`config.mk`:
```
export PLATFORM = sky130hd
export DESIGN_NAME = fetch_stage
export DESIGN_NICKNAME = d
export VERILOG_FILES = /design/src/rtl/fetch_stage.sv
export SDC_FILE = /design/constraint.sdc
export NUM_CORES = 1
export LEC_CHECK = 0
export CAP_MARGIN = 10
export CORE_MARGIN = 3
export CORE_UTILIZATION = 53
export CTS_CLUSTER_DIAMETER = 60
export DETAILED_ROUTE_END_ITERATION = 16
export HOLD_SLACK_MARGIN = 0.03
export PLACE_DENSITY = 0.86
export SYNTH_ARGS = -nofsm -noshare
export SYNTH_HDL_FRONTEND = slang
export SYNTH_SLANG_ARGS = --single-unit
```
`constraint.sdc`:
```
create_clock -name CLK -period 3.8 [get_ports CLK]
set_input_delay 0.76 -clock CLK [delete_from_list [all_inputs] [get_ports CLK]]
set_output_delay 0.76 -clock CLK [all_outputs]
set_load 0.05 [all_outputs]
```
`src/rtl/fetch_stage.sv`:
```
// Instruction-fetch stage with IF/ID pipeline latch for the pipelined MIPS datapath.
// Owns the PC, handles the imem ihit handshake, stalls, flushes, redirects and HALT parking.
module fetch_stage #(
    parameter logic [31:0] PC_INIT = 32'h0000_0000,
    parameter logic [5:0]  HALT_OP = 6'h3F
) (
    input  logic        CLK,
    input  logic        RST,
    input  logic        ihit,
    input  logic [31:0] imemload,
    output logic        imemREN,
    output logic [31:0] imemaddr,
    input  logic        stall,
    input  logic        flush,
    input  logic        redirect_valid,
    input  logic [31:0] redirect_pc,
    output logic [31:0] ifid_instr,
    output logic [31:0] ifid_npc,
    output logic        ifid_valid,
    output logic        fetch_halted
);

    typedef enum logic [1:0] {
        StFetch     = 2'd0,
        StRedirPend = 2'd1,
        StHalted    = 2'd2
    } state_e;

    state_e      state_q, state_d;
    logic [31:0] pc_q, pc_d;
    logic [31:0] pend_pc_q, pend_pc_d;
    logic [31:0] ifid_instr_q, ifid_instr_d;
    logic [31:0] ifid_npc_q, ifid_npc_d;
    logic        ifid_valid_q, ifid_valid_d;

    logic [31:0] pc_plus4;
    logic [31:0] pend_target;
    logic        bubble;

    assign pc_plus4    = pc_q + 32'd4;
    // Newest redirect wins over a target already parked in pend_pc.
    assign pend_target = redirect_valid ? redirect_pc : pend_pc_q;

    always_comb begin
        state_d      = state_q;
        pc_d         = pc_q;
        pend_pc_d    = pend_pc_q;
        ifid_instr_d = ifid_instr_q;
        ifid_npc_d   = ifid_npc_q;
        ifid_valid_d = ifid_valid_q;
        bubble       = 1'b0;

        case (state_q)
            StFetch: begin
                if (redirect_valid) begin
                    bubble = 1'b1;
                    if (ihit) begin
                        pc_d = redirect_pc;
                    end else begin
                        // Outstanding access must complete before the PC may move.
                        pend_pc_d = redirect_pc;
                        state_d   = StRedirPend;
                    end
                end else if (flush) begin
                    bubble = 1'b1;
                    if (ihit) begin
                        pc_d = pc_plus4;
                    end
                end else if (stall) begin
                    // hold PC and IF/ID; any returned word is refetched later
                end else if (ihit) begin
                    ifid_instr_d = imemload;
                    ifid_npc_d   = pc_plus4;
                    ifid_valid_d = 1'b1;
                    pc_d         = pc_plus4;
                    if (imemload[31:26] == HALT_OP) begin
                        state_d = StHalted;
                    end
                end else begin
                    bubble = 1'b1;
                end
            end

            StRedirPend: begin
                pend_pc_d = pend_target;
                if (ihit) begin
                    pc_d    = pend_target;
                    state_d = StFetch;
                end
                if (redirect_valid || flush || !stall) begin
                    bubble = 1'b1;
                end
            end

            StHalted: begin
                if (redirect_valid) begin
                    pc_d    = redirect_pc;
                    state_d = StFetch;
                    bubble  = 1'b1;
                end else if (flush) begin
                    bubble = 1'b1;
                end
            end

            default: begin
                state_d = StFetch;
                bubble  = 1'b1;
            end
        endcase

        if (bubble) begin
            ifid_instr_d = 32'd0;
            ifid_npc_d   = 32'd0;
            ifid_valid_d = 1'b0;
        end
    end

    always_ff @(posedge CLK) begin
        if (RST) begin
            state_q      <= StFetch;
            pc_q         <= PC_INIT;
            pend_pc_q    <= PC_INIT;
            ifid_instr_q <= 32'd0;
            ifid_npc_q   <= 32'd0;
            ifid_valid_q <= 1'b0;
        end else begin
            state_q      <= state_d;
            pc_q         <= pc_d;
            pend_pc_q    <= pend_pc_d;
            ifid_instr_q <= ifid_instr_d;
            ifid_npc_q   <= ifid_npc_d;
            ifid_valid_q <= ifid_valid_d;
        end
    end

    assign imemaddr     = pc_q;
    assign imemREN      = !RST && (state_q != StHalted);
    assign fetch_halted = (state_q == StHalted);
    assign ifid_instr   = ifid_instr_q;
    assign ifid_npc     = ifid_npc_q;
    assign ifid_valid   = ifid_valid_q;

endmodule

```
==> results.json, run 1 <==
{
  "power_leakage_nw": 2.89,
  "worstPathMaxFanout": 6,
  "rsz0062_at_grt": "no",
  "syn_nets": 905,
  "fin_crit_sh": 0.796,
  "path_class": "reg -> out",
  "design_area_um2": 8730,
  "cp_data_required_time_ns": 3.04,
  "synthCells": 830,
  "place_area_um2": 8160,
  "final_nets": 1040,
  "synth_seq_cells": 131,
  "ys.warnings.count": 0,
  "die_h_um": 116,
  "insertion_delay_ns": 0.41,
  "clkPwrFrac": 0.418,
  "grtUsageTotal": 0.290,
  "combPwrFrac": 0.179,
  "wl_um": 20100,
  "n_antenna_cell": 0,
  "drv_slew": 0,
  "dp_hpwl_um": 14200,
  "grt_max_degree": 89,
  "grt_pass1_vias": 6062,
  "p_seq_frac": 0.402,
  "final.setup_skew_ns": 0.00867,
  "grt_overflow": 0,
  "root_buffer": "clkbuf_16",
  "synth_area_leaders": "dfxtp_1 41%, nand2_1 10%, a21oi_1 8.7%",
  "vias": 6696,
  "core_area_um2": 11600,
  "ctsResizeCount": 0,
  "synth_most_common_cell": "nand2_1",
  "preCtsSetupSlack_ns": 0.792,
  "post-route-drc-count": 0,
  "synth.avg_cell_area_um2": 7.73,
  "slowest_stage": "clkdlybuf4s50_1",
  "cts_hold_buf": 0,
  "startpoint_type": "flip-flop",
  "fin_util": 0.752,
  "synth_common_cells": "171 x nand2_1, 131 x dfxtp_1, 111 x a21oi_1",
  "ys_seq_area_frac": 0.409,
  "clkSinkCount": 131,
  "powerDensity_nw_per_um2": 431,
  "hold_class": "reg -> reg",
  "cts_max_path_buffers": 2,
  "viasPerCell": 5.98,
  "fmax_mhz": 331,
  "synth_edf_count": 0,
  "finalHoldViolCount": 0,
  "irDropWorstVdd_mv": 0.313,
  "synth_area_leader_cell": "dfxtp_1",
  "ios": 169,
  "fin_ws_ns": 0.777,
  "final-setup-viol-count": 0,
  "worstPathCellList": "inv_1 > ha_1 > nor2_1 > clkdlybuf4s50_1",
  "area_growth_pct": 36.1,
  "relSlewSlack": 0.512,
  "clkTransAtPathRegs_ns": 0.06,
  "initial_utilization": 0.552,
  "syn_area_um2": 6420,
  "post_cts_buffers": 0,
  "drive_gt1_frac": 0.0758,
  "async_flop_share": 0,
  "crit_path_max_incr_delay_ns": 0.86,
  "outcome": "finished, final reports clean",
  "die_w_um": 116,
  "antenna_found_initial": 0,
  "drt_iter0_drc": 877,
  "endpoint_kind": "output port",
  "grt_pass1_wl_um": 30900,
  "cts_made_buffers": 17,
  "internal_power_mw": 2.71,
  "switching_power_mw": 1.06,
  "first_pass_iters": 5,
  "fin_setup_tns_ns": 0,
  "finalWeightedCongestion": 0.940,
  "die_area_um2": 13500,
  "synth_cell_type_count": 63,
  "io_buffers": 168,
  "synth_top_area_frac": 0.409,
  "ys.flop_type": "dfxtp_1",
  "tightest_slew_ns": 0.732,
  "ant_nets": 0,
  "arrival_ns": 2.26,
  "placementRows": 39,
  "period_needed_ns": 3.02,
  "cap_violations": 0,
  "wl_per_cell_um": 18.0,
  "p_total_mw": 3.77,
  "htreeDepth": 4,
  "cts_tree": "yes",
  "sw_frac_of_total": 0.281
}
[flip-flops by register name (all words and copies together) (netlist names)]
register,count
ifid_instr,32
ifid_npc,32
imemaddr,32
pend_pc_q,32
state_q,2
ifid_valid,1
[worst paths after layout]
path	startpoint	end	slack (ns)	depth (start not counted)
max reg2reg	state_q[0]$_SDFFE_PP0P_	imemaddr[13]$_SDFFE_PP0P_	0.98	8
min	ifid_instr[4]$_SDFFE_PP0P_	ifid_instr[4]$_SDFFE_PP0P_	0.45	2
max	state_q[0]$_SDFFE_PP0P_	imemREN	0.78	4
min reg2reg	ifid_instr[4]$_SDFFE_PP0P_	ifid_instr[4]$_SDFFE_PP0P_	0.45	2
[power groups by stage]
stage	clock network, mW	logic, mW	registers (mW)
global route	1.65	0.718	1.52
global placement	0	0.654	1.54
CTS	1.59	0.668	1.51
finish	1.58	0.676	1.52
floorplan	0	0.312	1.63
detailed placement	0	0.662	1.54
[stage by stage]
step	std cells	hold slack [ns]
after floorplan	830	0.434
after global placement	1089	0.441
after detailed placement	1089	0.445
after CTS	1119	0.453
after global routing	1119	0.462
final	1119	0.449
[critical path: cells and delay by family (launching register included)]
kind	cells	cell delay [ns]
buffers and inverters	2	0.96
flip-flops	1	0.43
AND/OR/NAND/NOR	1	0.24
adder cells (fa/ha/maj)	1	0.22
[layer usage]
metal	vias to the layer above	global-route usage	wire, um
li1	3217	-	-
met1	3067	0.376	8300
met2	368	0.464	9370
met3	44	0.0684	1900
met4	0	0.122	543
met5	-	0	0
[final cells by class]
type                            count  area, um2
Multi-Input combinational cell    610       3450
Fill cell                         875       2880
Sequential cell                   131       2620
Timing Repair Buffer              188       1840
Clock buffer                       26        529
Tap cell                          143        179
Inverter                           17       63.8
Clock inverter                      4       45.0
[cells by family after synthesis]
logic type / after synthesis / synth area share
and+or+nand+nor: 327 / 0.231
AOI/OAI and AO/OA: 242 / 0.243
muxes: 8 / 0.0138
DFF: 131 / 0.409
buffers and inverters: 89 / 0.0554
xor gates and xnor gates: 28 / 0.0382
adders and majority gates: 5 / 0.00975
[cell usage in the layout, fill, tap and decap left out, types with 5 or more instances in the layout]
cell type / synthesis / final
nand2_1: 171 / 170
clkdlybuf4s50_1: 0 / 167
dfxtp_1: 131 / 131
a21oi_1: 111 / 111
nor2_1: 61 / 59
a211oi_1: 41 / 41
xnor2_1: 22 / 22
nor3_1: 20 / 20
buf_4: 3 / 19
nand3_1: 17 / 17
clkbuf_16: 0 / 17
inv_1: 16 / 16
o21ai_0: 16 / 16
nand4_1: 11 / 11
nor4_1: 11 / 11
a31oi_1: 9 / 9
a22o_1: 9 / 9
a22oi_1: 8 / 8
mux2_2: 7 / 7
a221oi_1: 7 / 7
clkbuf_8: 0 / 7
xor2_1: 6 / 6
or4_1: 5 / 5
and3_1: 5 / 5
nor2b_1: 5 / 5
o32ai_1: 5 / 5
o21a_1: 5 / 5
ha_1: 5 / 5
(Power assumes the default switching activity.)
==> run 2, diff against run 1 <==
Settings changed: CORE_UTILIZATION 53 to 44, PLACE_DENSITY 0.86 to 0.76.
Clock period 3.8 ns to 2.5 ns, I/O delays scaled along.
==> results.json, run 2 (synthesis results as in run 1) <==
{
  "clkSinkCount": 131,
  "drive_gt1_frac": 0.118,
  "finalWeightedCongestion": 0.886,
  "fmax_mhz": 417,
  "cap_violations": 0,
  "whs_path_depth": 2,
  "grtUsageTotal": 0.256,
  "viasPerCell": 5.66,
  "tightest_slew_ns": 0.566,
  "root_buffer": "clkbuf_16",
  "initial_utilization": 0.455,
  "drt_iter0_drc": 627,
  "place_area_um2": 8610,
  "wl_um": 20700,
  "outcome": "finished, final reports clean",
  "worstPathMaxFanout": 23,
  "clkTransAtPathRegs_ns": 0.06,
  "grt_max_degree": 66,
  "cts_made_buffers": 17,
  "insertion_delay_ns": 0.42,
  "core_area_um2": 14100,
  "dp_hpwl_um": 15000,
  "final_nets": 1078,
  "n_antenna_cell": 0,
  "design_area_um2": 9180,
  "rsz0062_at_grt": "no",
  "fin_crit_sh": 0.959,
  "final-setup-viol-count": 0,
  "final_common_cell": "nand2_1",
  "die_area_um2": 16100,
  "ios": 169,
  "vias": 6764,
  "powerDensity_nw_per_um2": 634,
  "grt_overflow": 0,
  "fin_setup_tns_ns": 0,
  "p_total_mw": 5.82,
  "relSlewSlack": 0.619,
  "cp_data_required_time_ns": 2.81,
  "die_h_um": 127,
  "irDropWorstVdd_mv": 0.529,
  "drv_slew": 0,
  "wl_per_cell_um": 17.3,
  "finalHoldViolCount": 0,
  "path_class": "reg -> reg",
  "io_buffers": 168,
  "antenna_found_initial": 0,
  "die_w_um": 127,
  "first_pass_iters": 7,
  "placementRows": 43,
  "fill_cells": 1207,
  "startpoint_type": "flip-flop",
  "arrival_ns": 2.71,
  "endpoint_kind": "flip-flop",
  "hold_class": "in -> reg",
  "power_leakage_nw": 3.09,
  "fin_util": 0.651,
  "post_cts_buffers": 0,
  "period_needed_ns": 2.40,
  "grt_pass1_vias": 6139,
  "htreeDepth": 4,
  "r2r_cells": 7,
  "area_growth_pct": 43.0,
  "final.setup_skew_ns": 0.00882,
  "dp.cells": 1164,
  "post-route-drc-count": 0,
  "cts_tree": "yes",
  "instances_no_fill": 1196,
  "layout_common_cells": "170 x nand2_1, 165 x clkdlybuf4s50_1, 129 x dfxtp_1",
  "ant_nets": 0,
  "grt_pass1_wl_um": 33100,
  "cts_max_path_buffers": 2
}
[run 2: cell count changes in the layout (fill, tap and decap cells not counted), sizes merged]
cell and change:
buf +40, clkbuf -8, clkdlybuf4s50 -2, clkinv -1, clkinvlp +6, inv +5
[run 2: report_power, final]
| group | total [mW] | internal (mW) | switching, mW |
|---|---|---|---|
| registers | 2.26 | 2.18 | 0.0825 |
| logic | 1.18 | 0.481 | 0.696 |
| clock network | 2.38 | 1.38 | 1.00 |
| total | 5.82 | 4.03 | 1.78 |
[run 2: timing repair]
action | 4_1_cts | 5_1_grt
hold buffers | 0 | 0
setup endpoints to repair | 0 | 3
gates resized for setup | 0 | 2
endpoints found under the hold margin | 0 | 0
[run 2: metrics by stage]
step                      setup slack [ns]  hold slack, ns
after floorplan                    0.00837           0.434
after global placement             -0.0153           0.441
after detailed placement           -0.0914           0.445
after CTS                           0.0783           0.422
final                                0.103           0.432
after global routing               0.00259           0.438
[run 2: per-layer routing]
metal  wire, um  GRT usage  vias to the layer above
li1           -          -                     3299
met1       9280      0.364                     3085
met2       9320      0.386                      335
met3       1610     0.0547                       45
met4        533     0.0858                        0
met5          0          0                        -
[run 2: worst paths after layout]
| kind | start | slack [ns] | to |
|---|---|---|---|
| worst max-delay path | state_q[1]$_SDFFE_PP0P_ | 0.10 | imemaddr[20]$_SDFFE_PP0P_ |
| worst min-delay path | RST | 0.43 | imemaddr[30]$_SDFFE_PP0P_ |
| worst min register to register | ifid_instr[21]$_SDFFE_PP0P_ | 0.45 | ifid_instr[21]$_SDFFE_PP0P_ |
| worst max register to register | state_q[1]$_SDFFE_PP0P_ | 0.10 | imemaddr[20]$_SDFFE_PP0P_ |
[run 2: final cells by class]
| cell class | count | area [um2] | area share |
|---|---|---|---|
| Multi-Input combinational cell | 610 | 3460 | 0.377 |
| Sequential cell | 131 | 2630 | 0.286 |
| Timing Repair Buffer | 226 | 2240 | 0.245 |
| Clock buffer | 18 | 429 | 0.0468 |
| Tap cell | 180 | 225 | 0.0245 |
| Clock inverter | 14 | 129 | 0.0140 |
| Inverter | 17 | 63.8 | 0.00695 |
[run 2: worst max-delay path, stage by stage, from the launching register on]
cell and delay (ns):
dfxtp_1 0.41, inv_1 0.11, ha_2 0.44, buf_4 0.30, nand3_1 0.32, a21oi_1 0.37, a31oi_1 0.07, o221a_2 0.27
==> run 3, diff against run 2 <==
Settings changed: CELL_PAD_IN_SITES_DETAIL_PLACEMENT set to 1, CELL_PAD_IN_SITES_GLOBAL_PLACEMENT set to 1, CORE_MARGIN 3 to unset, CORE_UTILIZATION 44 to 32, PLACE_DENSITY 0.76 to unset, PLACE_DENSITY_LB_ADDON set to 0.1.
==> results.json, run 3 (synthesis results as in run 1) <==
{
  "endpoint_kind": "output port",
  "dp.cells": 1259,
  "tightest_slew_ns": 0.553,
  "cts_hold_buf": 0,
  "startpoint_type": "flip-flop",
  "relSlewSlack": 0.630,
  "die_w_um": 144,
  "fin_setup_tns_ns": 0,
  "arrival_ns": 1.91,
  "io_buffers": 168,
  "internal_power_mw": 4.35,
  "cts_max_path_buffers": 2,
  "top_usage_layer": "met2",
  "grt_use_met1": 0.338,
  "finalHoldViolCount": 0,
  "period_needed_ns": 2.41,
  "hold_path_end": "ifid_instr[13]$_SDFFE_PP0P_",
  "combPwrFrac": 0.199,
  "final-setup-viol-count": 0,
  "worstPathMaxFanout": 10,
  "dp_hpwl_um": 17300,
  "htreeDepth": 4,
  "grtUsageTotal": 0.236,
  "post_cts_buffers": 0,
  "vias": 6721,
  "layout_common_cells": "170 x nand2_1, 165 x clkdlybuf4s50_1, 129 x dfxtp_1",
  "outcome": "finished, final reports clean",
  "drv_slew": 0,
  "path_class": "reg -> out",
  "final.setup_skew_ns": 0.00777,
  "cts_tree": "yes",
  "power_leakage_nw": 3.20,
  "r2r_start": "state_q[1]$_SDFFE_PP0P_",
  "wl_per_cell_um": 18.5,
  "fin_util": 0.482,
  "crit_path_max_incr_delay_ns": 0.92,
  "fill_cells": 2379,
  "r2r_setup_slack_ns": 0.19,
  "clkPwrFrac": 0.431,
  "final_common_cell": "nand2_1",
  "root_buffer": "clkbuf_16",
  "die_h_um": 144,
  "grtUsageMet3": 0.0457,
  "fin_crit_sh": 0.965,
  "grt_overflow": 0,
  "powerDensity_nw_per_um2": 648,
  "grt_max_degree": 69,
  "instances_no_fill": 1291,
  "first_pass_iters": 5,
  "clkSinkCount": 131,
  "area_growth_pct": 47.3,
  "crit_buf_inv": 1,
  "worstPathCellList": "clkdlybuf4s50_1",
  "cts_made_buffers": 17,
  "wl_um": 23800,
  "design_area_um2": 9450,
  "post-route-drc-count": 0,
  "n_antenna_cell": 0,
  "final_nets": 1088,
  "sw_frac_of_total": 0.289,
  "p_seq_frac": 0.370,
  "ant_nets": 0,
  "initial_utilization": 0.328,
  "insertion_delay_ns": 0.43,
  "grt_pass1_wl_um": 36900,
  "place_area_um2": 8820,
  "drt_iter0_drc": 355,
  "finalWeightedCongestion": 0.830,
  "cp_data_required_time_ns": 2.00,
  "antenna_found_initial": 0,
  "holdCritStartpoint": "ifid_instr[13]$_SDFFE_PP0P_",
  "whs_path_depth": 2,
  "ctsResizeCount": 0,
  "cap_violations": 0,
  "ios": 169,
  "switching_power_mw": 1.77,
  "core_area_um2": 19600,
  "die_area_um2": 20600,
  "irDropWorstVdd_mv": 0.406,
  "grt_pass1_vias": 6459,
  "r2r_cells": 8,
  "clkTransAtPathRegs_ns": 0.06,
  "slowest_stage": "clkdlybuf4s50_1",
  "met2_usage": 0.347,
  "placementRows": 51,
  "p_total_mw": 6.12,
  "fmax_mhz": 415,
  "drive_gt1_frac": 0.127,
  "crit_family": "buffers and inverters",
  "rsz0062_at_grt": "no",
  "viasPerCell": 5.21,
  "r2r-end": "imemaddr[20]$_SDFFE_PP0P_",
  "hold_class": "reg -> reg"
}
## run 3: cell types whose count changed in the layout (fill, tap and decap cells not counted)
cell        change
a2111oi_1       -1
ha_1            +1
buf_4           +8
ha_2            -1
clkinvlp_4      -4
clkbuf_1        -1
bufinv_16       +2
clkinv_4        +3
buf_12          +2
clkbuf_8        +4
inv_6           -4
a2111oi_0       +1
## run 3: how the worst max path moves through the flow
stage,from,to,slack [ns],cells past startpoint
floorplan,imemaddr[7]$_SDFFE_PP0P_,imemaddr[18]$_SDFFE_PP0P_,0.008,6
global placement,redirect_valid,imemaddr[20]$_SDFFE_PP0P_,0.04,9
detailed placement,redirect_valid,imemaddr[20]$_SDFFE_PP0P_,0.01,9
CTS,imemaddr[23]$_SDFFE_PP0P_,imemaddr[23],0.07,1
global route,state_q[1]$_SDFFE_PP0P_,imemaddr[19]$_SDFFE_PP0P_,0.02,9
finish,imemaddr[23]$_SDFFE_PP0P_,imemaddr[23],0.09,1
## run 3: worst min-delay path, delay by kind of cell, from the launching register on
kind             cells  cell delay (ns)
AO/OA/AOI/OAI        1             0.05
flip-flops           1             0.31
AND/OR/NAND/NOR      1             0.05
## run 3: power by group through the flow
stage               clock, mW  sequential [mW]  combinational, mW
floorplan                   0             2.48              0.475
global placement            0             2.30               1.21
detailed placement          0             2.31               1.21
CTS                      2.70             2.26               1.22
global route             2.79             2.27               1.30
finish                   2.64             2.26               1.22
## run 3: stage by stage
| stage | hold slack (ns) | worst slack [ns] |
|---|---|---|
| 3_5_place_dp | 0.446 | 0.0140 |
| 2_1_floorplan | 0.434 | 0.00837 |
| 3_3_place_gp | 0.441 | 0.0391 |
| 6_report | 0.452 | 0.0876 |
| 4_1_cts | 0.455 | 0.0688 |
| 5_1_grt | 0.467 | 0.0172 |
## run 3: cell type report
cell class	count	area, um2	share of cell area
clock inverters	11	150	0.0159
well taps	265	332	0.0351
clock buffers	21	480	0.0508
inverters	17	63.8	0.00675
multi-input cells	610	3450	0.366
flip-flops and latches	131	2630	0.278
repair buffers	236	2340	0.248
## run 3: per-layer routing
metal / share of wire / vias to the layer above
met4: 0.021 / 0
met5: 0 / -
li1: - / 3328
met1: 0.49 / 3151
met2: 0.42 / 213
met3: 0.070 / 29
